--- src/rtl/call_stack.sv ---
// Hardware return-address stack for CALL/RET: a register array plus a
// saturating stack pointer, with sticky overflow/underflow error flags.
module call_stack #(
  parameter int DEPTH = 16,
  parameter int AW    = 19
) (
  input  logic                     clk,
  input  logic                     rst_n,
  input  logic                     push,
  input  logic                     pop,
  input  logic                     stall,
  input  logic                     clear,
  input  logic [AW-1:0]            push_addr,
  output logic [AW-1:0]            ret_addr,
  output logic                     ret_valid,
  output logic                     full,
  output logic [$clog2(DEPTH):0]   depth,
  output logic                     overflow,
  output logic                     underflow
);

  localparam int SPW = $clog2(DEPTH) + 1;
  localparam int IW  = SPW - 1;

  logic [AW-1:0]  mem_q [DEPTH];
  logic [SPW-1:0] sp_q, sp_d;
  logic           overflow_q, overflow_d;
  logic           underflow_q, underflow_d;

  logic           pEff, qEff, empty, isFull, wrEn;
  logic [IW-1:0]  topIdx, wrIdx;

  assign pEff   = push & ~stall;
  assign qEff   = pop & ~stall;
  assign empty  = (sp_q == '0);
  assign isFull = (sp_q == SPW'(DEPTH));
  assign topIdx = IW'(sp_q - SPW'(1));

  // A simultaneous push/pop on a non-empty stack replaces the top entry in place.
  assign wrIdx = (qEff && !empty) ? topIdx : sp_q[IW-1:0];
  assign wrEn  = ~clear & pEff & (qEff | ~isFull);

  always_comb begin
    sp_d        = sp_q;
    overflow_d  = overflow_q;
    underflow_d = underflow_q;
    if (clear) begin
      sp_d        = '0;
      overflow_d  = 1'b0;
      underflow_d = 1'b0;
    end else if (pEff && !qEff) begin
      if (isFull) overflow_d = 1'b1;
      else        sp_d       = sp_q + SPW'(1);
    end else if (qEff && !pEff) begin
      if (empty) underflow_d = 1'b1;
      else       sp_d        = sp_q - SPW'(1);
    end else if (pEff && qEff && empty) begin
      sp_d        = SPW'(1);
      underflow_d = 1'b1;
    end
  end

  always_ff @(posedge clk or negedge rst_n) begin
    if (!rst_n) begin
      sp_q        <= '0;
      overflow_q  <= 1'b0;
      underflow_q <= 1'b0;
    end else begin
      sp_q        <= sp_d;
      overflow_q  <= overflow_d;
      underflow_q <= underflow_d;
    end
  end

  // Entries are never cleared; sp alone decides what is visible.
  always_ff @(posedge clk) begin
    if (wrEn) mem_q[wrIdx] <= push_addr;
  end

  assign ret_addr  = empty ? '0 : mem_q[topIdx];
  assign ret_valid = ~empty;
  assign full      = isFull;
  assign depth     = sp_q;
  assign overflow  = overflow_q;
  assign underflow = underflow_q;

endmodule
--- config.mk ---
export PLATFORM = sky130hd
export DESIGN_NAME = call_stack
export DESIGN_NICKNAME = d
export VERILOG_FILES = /design/src/rtl/call_stack.sv
export SDC_FILE = /design/constraint.sdc
export NUM_CORES = 1
export LEC_CHECK = 0
export ABC_AREA = 1
export BUFFER_PORTS_ARGS = -buffer_cell sky130_fd_sc_hd__buf_4
export CAP_MARGIN = 20
export CORE_MARGIN = 8
export CORE_UTILIZATION = 50
export CTS_CLUSTER_DIAMETER = 60
export DETAILED_ROUTE_END_ITERATION = 6
export PLACE_DENSITY = 0.64
export SLEW_MARGIN = 20
export SYNTH_ARGS = -nofsm -noshare
export SYNTH_HDL_FRONTEND = slang
export SYNTH_SLANG_ARGS = --single-unit
--- constraint.sdc ---
create_clock -name clk -period 4.2 [get_ports clk]
set_input_delay 1.05 -clock clk [delete_from_list [all_inputs] [get_ports clk]]
set_output_delay 1.05 -clock clk [all_outputs]
set_load 0.005 [all_outputs]
==> results of run 1 <==
-- repair_timing --
| item | in CTS | in global routing |
|---|---|---|
| endpoints found under the setup margin | 0 | 1 |
| setup buffers | 0 | 1 |
| resized for setup | 0 | 0 |
-- through the flow --
stage	utilization, %	instance area [µm²]	instances	hold slack (ps)	total power, µW
detailed placement	53.4	13800	1484	473	5530
global placement	53.4	13800	1484	470	5520
global route	56.9	14700	1541	300	8330
finish	56.9	14700	1541	304	7970
CTS	56.9	14700	1540	299	8000
floorplan	-	13000	1135	473	4820
-- worst max-delay path, stage by stage, from the launching register on --
cell,delay (ps)
dfrtp_1,450
inv_1,120
ha_4,420
inv_2,240
buf_12,260
nand3_1,110
nand3_1,60
nand3_1,110
nand2_1,60
nor2_1,270
buf_4,180
-- cells by family (layout without fill, tap and decap cells) --
kind of cell	Yosys count	in the layout	synth area share [%]
xor gates and xnor gates	3	3	0.317
adders and majority gates	2	2	0.192
AOI/OAI and AO/OA	49	49	2.03
and+or+nand+nor	687	687	22.5
DFF	311	311	71.4
buffers and inverters	83	154	3.60
-- routing by layer --
layer / part of all wire [%] / vias to the layer above / wire length [µm] / global-route usage (%)
li1: - / 4037 / - / -
met1: 44 / 4155 / 14200 / 29.4
met2: 46 / 336 / 14800 / 31.4
met3: 6.9 / 60 / 2220 / 2.77
met4: 2.8 / 0 / 887 / 6.63
met5: 0 / - / 0 / 0
-- power groups by stage --
stage	clock (µW)	combinational [µW]	sequential, µW
floorplan	0	1280	3530
global placement	0	1990	3530
detailed placement	0	2000	3540
CTS	2520	2010	3470
global route	2630	2220	3470
finish	2490	2010	3470
-- flip-flops by register name, summed over array words and instances (netlist names) --
name	cells
overflow	1
mem_q	304
underflow	1
depth	5
-- layout by cell type (no fill, tap or decap), drive strengths merged --
cell,instances
a21oi,45
buf,81
bufinv,1
clkbuf,37
clkinv,18
dfrtp,7
edfxtp,304
ha,2
inv,17
nand2,400
nand3,218
nand3b,2
nand4,1
nor2,66
o21ai,4
xor2,3
-- cell type report --
cell class                      count  area share, %
Sequential cell                   311           63.3
Clock buffer                       37           5.43
Tap cell                          335           2.85
Clock inverter                     19          0.723
Inverter                           17          0.451
Multi-Input combinational cell    741           22.5
Timing Repair Buffer               81           4.75
-- worst paths after layout --
kind,end,slack [ps],cells after the start
worst max-delay path,ret_addr[8],280,10
worst min-delay path,depth[1],300,1
worst max register to register,mem_q[5][9],1030,10
worst min register to register,overflow,480,2
max in group asynchronous,depth[0],3740,1
min in group clk,overflow,480,2
==> metrics.txt, run 1 <==
status completed; asr flop ratio synth 2.25%; vias per cell 5.57; gr usage total 20.3%; combinational fraction of design power 25.2%; Seq/Total Area, Yosys 71.4%; CTS Root Cell clkbuf_16; WL final 32000 µm; Final Hold Violating Endpoints 0; # DRC 0; Max Slew Vio Count 0; Core Area 25800 µm²; initial antenna violation count 0; Seq pwr share 43.5%; Cells after Synth 1135; leak pwr 0.00544 µW; setup TNS 0 ps; CTS H-tree lvls 1; via count 8588; area of the multi-input gates 3310 µm²; Hold Buf Count CTS 0; Pwr Density 542 nW/µm²; Critical Setup Path Class reg -> out; cts bufs inserted 31; share of post-route cells with drive strength above 1 13.5%; largest net degree at the start of global routing 160; slew margin rel. 42.5%; Initial DRC Count 908; Synth Flop Type edfxtp_1; final count of negative-setup-slack endpoints 0; Period minus WS final 3920 ps; actual slew at the worst max-slew pin 862 ps; Tcrit/Tclk final 93.3%; f_max 255 MHz; DIE WIDTH 177 µm; Area contributors post-synth edfxtp_1, nand2_1, nand3_1; syn avg cell area 11.5 µm²; post-route setup slack 281 ps; GR Overflow Total 0; Final Net Count 1210; vias in the first global route 8195; Ports 53; Synth top cells by count nand2_1, edfxtp_1, nand3_1; CTS tree built; CTS clk-pin slew, worst paths 60 ps; Synth-to-Final Area Change 12.9%; RSZ-0062 raised after global routing no; clk buf depth 3; area leader, netlist edfxtp_1; CP startpoint depth[1]; most frequent cell after synthesis nand2_1; Post-Syn Nets 1162; DP Worst Slack 729 ps; die area 31500 µm²; Psw 2470 µW; Max IR drop VDD 397 µV; first-pass GRT wire length 49200 µm; Net Sw Frac 31.0%; Worst Skew 14.3 ps; Clk pwr share 31.3%; Port Buffers 52; DP HPWL 17400 µm; Ant. Diodes 0; Netlist cell types 27; Placer Congestion 0.790; Initial Util 50.5%; Startpoint Class register; cell-internal power 5500 µW; Final ANT Viol Nets 0; post-synth top area share 70.0%; drt pass-1 iters 5; Cell Rows 59; clk_lat worst skew 550 ps; synth warn 0; CP max FO 40; CTS Sinks 311; fill count 2156; Register Area 9310 µm²; wire per inst 20.8 µm; worst path arrival time 2870 ps; register bit total from synthesis 311; Worst Hold Class in -> async; worst r2r src depth[0]; Synth Cell Area 13000 µm²; number of synthesized flops with an enable pin 304; WP data required 3150 ps; CP Capture Type output port; Die Y 177 µm; Max Cap Viol 0
No activity file was read; power rests on OpenSTA's default activity.
==> run 2, diff against run 1 <==
--- a/config.mk
+++ b/config.mk
@@ -13,6 +13,7 @@
 export CTS_CLUSTER_DIAMETER = 60
 export DETAILED_ROUTE_END_ITERATION = 6
 export PLACE_DENSITY = 0.64
+export RECOVER_POWER = 50
 export SLEW_MARGIN = 20
 export SYNTH_ARGS = -nofsm -noshare
 export SYNTH_HDL_FRONTEND = slang
==> run 2 against run 1 <==
  * Design area fell by 0.64%
  * Largest power group unchanged
  * Combinational power barely moved
  * Wire length barely moved
  * Largest cell class unchanged
  * Power fell by 0.17%
  * Highest routed layer unchanged
  * Critical path type unchanged
==> metrics.txt, run 2 (synthesis results as in run 1) <==
RSZ-0062 raised after global routing no; clk buf depth 3; worst r2r src depth[0]; wire per inst 20.8 µm; Design Power 7960 µW; Ant. Diodes 0; Post-Layout Cell Count 1541; CTS tree built; Synth-to-Final Area Change 12.1%; Period minus WS final 3910 ps; area of the multi-input gates 3310 µm²; Die Y 177 µm; via count 8590; Worst Hold Class in -> async; CTS Sinks 311; status completed; largest net degree at the start of global routing 160; Initial Util 50.5%; placed insts 1484; Port Buffers 52; Post-CTS Resized 0; CP Capture Type output port; slew margin rel. 42.9%; Max Slew Vio Count 0; fill count 2163; CTS H-tree lvls 1; Tcrit/Tclk final 93.2%; f_max 256 MHz; Worst Skew 9.32 ps; gr usage total 20.3%; WL final 32000 µm; leak pwr 0.00535 µW; Top reg by flops mem_q; Max IR drop VDD 394 µV; CTS Root Cell clkbuf_16; actual slew at the worst max-slew pin 857 ps; clk_lat worst skew 550 ps; Ports 53; Hold Buf Count CTS 0; Final Hold Violating Endpoints 0; Initial DRC Count 886; Register Area 9310 µm²; final count of negative-setup-slack endpoints 0; WP data required 3150 ps; post-route setup slack 287 ps; Final ANT Viol Nets 0; Pwr Density 545 nW/µm²; GR Overflow Total 0; setup TNS 0 ps; DP Worst Slack 729 ps; max reg flops 304; R2R depth 10; Cell Rows 59; Core Area 25800 µm²; Final Net Count 1210; DP HPWL 17400 µm; setup repair bufs after CTS 0; DIE WIDTH 177 µm; drt pass-1 iters 5; vias in the first global route 8195; initial antenna violation count 0; CP startpoint depth[1]; Max Cap Viol 0; most common cell after layout, fill and taps aside nand2_1; cts bufs inserted 31; first-pass GRT wire length 49200 µm; worst path arrival time 2860 ps; Critical Setup Path Class reg -> out; most frequent cells in the layout nand2_1, edfxtp_1, nand3_1; Placer Congestion 0.790; Startpoint Class register; vias per cell 5.57; CTS clk-pin slew, worst paths 60 ps; die area 31500 µm²; # DRC 0; share of post-route cells with drive strength above 1 11.5%; CP max FO 40
-- run 2: changes by cell type in the layout (fill, tap and decap cells not counted), sizes merged --
cell	change
clkbuf	+28
buf	-28
-- run 2: metal layers --
| metal | global-route usage (%) | wire length (µm) | vias up |
|---|---|---|---|
| li1 | - | - | 4038 |
| met5 | 0 | 0 | - |
| met1 | 29.4 | 14300 | 4168 |
| met3 | 2.77 | 2180 | 55 |
| met4 | 6.63 | 790 | 0 |
| met2 | 31.4 | 14800 | 329 |
-- run 2: final cells by class --
| type | instances | area share [%] |
|---|---|---|
| clock buffer | 37 | 5.46 |
| clock inverter | 19 | 0.728 |
| multi-input combinational | 741 | 22.6 |
| timing repair buffer | 81 | 4.19 |
| inverter | 17 | 0.454 |
| sequential | 311 | 63.7 |
| tap | 335 | 2.87 |
-- run 2: path summary, 6_finish.rpt --
| kind | slack [ps] | endpoint |
|---|---|---|
| max | 290 | ret_addr[0] |
| max reg2reg | 1070 | mem_q[5][9] |
| min reg2reg | 480 | overflow |
| max in group asynchronous | 3450 | depth[0] |
| min in group clk | 480 | overflow |
| min | 410 | depth[1] |
-- run 2: through the flow --
| stage | hold WS, ps | util [%] | instance area [µm²] |
|---|---|---|---|
| 2_1_floorplan | 473 | - | 13000 |
| 3_3_place_gp | 470 | 53.4 | 13800 |
| 3_5_place_dp | 473 | 53.4 | 13800 |
| 4_1_cts | 299 | 56.9 | 14700 |
| 5_1_grt | 435 | 56.6 | 14600 |
| 6_report | 409 | 56.6 | 14600 |
-- run 2: power by group --
group	leakage (µW)	internal (µW)	switching, µW
clock network	0.000448	1400	1090
logic	0.00207	643	1360
registers	0.00283	3450	19.7
total	0.00535	5490	2470
-- run 2: worst max-delay path, stage by stage, from the launching register on --
cell,delay (ps)
dfrtp_1,450
inv_1,120
ha_4,340
inv_2,370
buf_12,300
nand3_1,130
nand3_1,130
nand2_1,60
nor2_1,170
nor2_1,80
buf_4,130
==> run 3, diff against run 2 <==
==> constraint.sdc (replaced) <==
create_clock -name clk -period 4.9 [get_ports clk]
set_input_delay 1.225 -clock clk [delete_from_list [all_inputs] [get_ports clk]]
set_output_delay 1.225 -clock clk [all_outputs]
set_load 0.005 [all_outputs]
==> run 3 against run 2 <==
  * Via count decreased by 1.1%
  * Wire length decreased by 1.9%
  * First-iteration DRC count decreased by 12%
  * Combinational power decreased by 18%
  * Core utilization increased by 0.10 points
  * Global-route usage decreased by 0.18 points
  * Largest power group unchanged
==> metrics.txt, run 3 (synthesis results as in run 1) <==
Max IR drop VDD 434 µV; slew margin rel. 30.9%; area of the multi-input gates 3290 µm²; worst path arrival time 3460 ps; f_max 213 MHz; R2R depth 8; WL final 31400 µm; # DRC 0; GR Overflow Total 0; via count 8492; first-pass GRT wire length 48600 µm; die area 31500 µm²; Placer Congestion 0.800; gr usage total 20.1%; most frequent cells in the layout nand2_1, edfxtp_1, nand3_1; slowest CP cell buf_4; final instance area 14600 µm²; clk_lat worst skew 510 ps; Design Power 6990 µW; cts bufs inserted 34; wire per inst 20.4 µm; Hold Buf Count CTS 0; Final Net Count 1208; FF-to-FF setup slack 1170 ps; CTS Root Cell clkbuf_16; setup TNS 0 ps; initial antenna violation count 0; CP max FO 92; actual slew at the worst max-slew pin 1040 ps; RSZ-0062 raised after global routing no; Initial Util 50.5%; WP data required 3670 ps; Final ANT Viol Nets 0; setup repair bufs after CTS 0; Max Cap Viol 0; status completed; Register Area 9310 µm²; CTS H-tree lvls 2; Pwr Density 477 nW/µm²; Ant. Diodes 0; Worst Skew 11.0 ps; vias per cell 5.52; fin util 56.7%; Post-CTS Resized 0; Ports 53; hold path depth 2; CTS tree built; Critical Setup Path Class reg -> out; final count of negative-setup-slack endpoints 0; Die Y 177 µm; Max Slew Vio Count 0; share of post-route cells with drive strength above 1 11.3%; drt pass-1 iters 5; DIE WIDTH 177 µm; area post-placement 13700 µm²; reg2reg end mem_q[3][7]; Core Area 25800 µm²; Cell Rows 59; DP HPWL 16900 µm; fill count 2187; Worst path max stage delay 880 ps; largest net degree at the start of global routing 113; CTS Sinks 311; worst r2r src depth[0]; Worst Hold Class reg -> reg; Tcrit/Tclk final 95.7%; Synth-to-Final Area Change 12.3%; Port Buffers 52; Startpoint Class register; max reg flops 304; most common cell after layout, fill and taps aside nand2_1; CP Capture Type output port; Final Hold Violating Endpoints 0; leak pwr 0.00537 µW; vias in the first global route 8259; Top reg by flops mem_q; Worst Hold Path EP overflow; CP cell instances buf_4, buf_4, nand2_1, nand3_1, nand3_1, nand3_1, nand2_1, nor2_1, buf_4; Initial DRC Count 777; clk buf depth 3; hold wc startpoint overflow; Period minus WS final 4690 ps; CTS clk-pin slew, worst paths 60 ps
run 3: changes by cell type in the layout (fill, tap and decap cells not counted), sizes merged:
| cell | before | now |
|---|---|---|
| buf | 53 | 50 |
| clkinv | 18 | 11 |
| clkbuf | 65 | 72 |
run 3: power by group:
part	switching [µW]	internal [µW]
sequential	17.5	2960
clock	988	1370
combinational	1130	528
run 3: layout make-up:
class / instances / area share, %
sequential: 311 / 63.6
multi-input combinational: 741 / 22.5
clock buffer: 46 / 6.26
timing repair buffer: 76 / 3.67
tap: 335 / 2.86
clock inverter: 12 / 0.726
inverter: 17 / 0.453
run 3: how the worst max path moves through the flow:
stage / start / endpoint / slack (ps) / cells after the start
3_3_place_gp: depth[0] / ret_addr[8] / 830 / 9
6_report: depth[0] / ret_addr[17] / 210 / 9
5_1_grt: depth[0] / ret_addr[8] / 10 / 9
3_5_place_dp: depth[0] / ret_addr[17] / 770 / 9
4_1_cts: depth[0] / ret_addr[17] / 230 / 9
2_1_floorplan: depth[0] / ret_addr[17] / 1550 / 15
run 3: metal layers:
layer | GRT usage [%] | routed length [µm] | share of wire [%]
met5 | 0 | 0 | 0
met2 | 31.3 | 14500 | 46
met4 | 7.57 | 960 | 3.1
met3 | 3.38 | 2160 | 6.9
met1 | 28.2 | 13800 | 44
run 3: metrics by stage:
step	setup WS [ps]	hold WS (ps)	std cells
after floorplan	1550	473	1135
after global placement	831	476	1480
after detailed placement	766	482	1480
after CTS	234	497	1538
after global routing	11.2	554	1538
final	212	486	1538
run 3: critical path, delay by kind of cell, from the launching register on:
family / cells / cell delay, ps
and+or+nand+nor: 6 / 760
buffers and inverters: 3 / 1620
DFF: 1 / 420
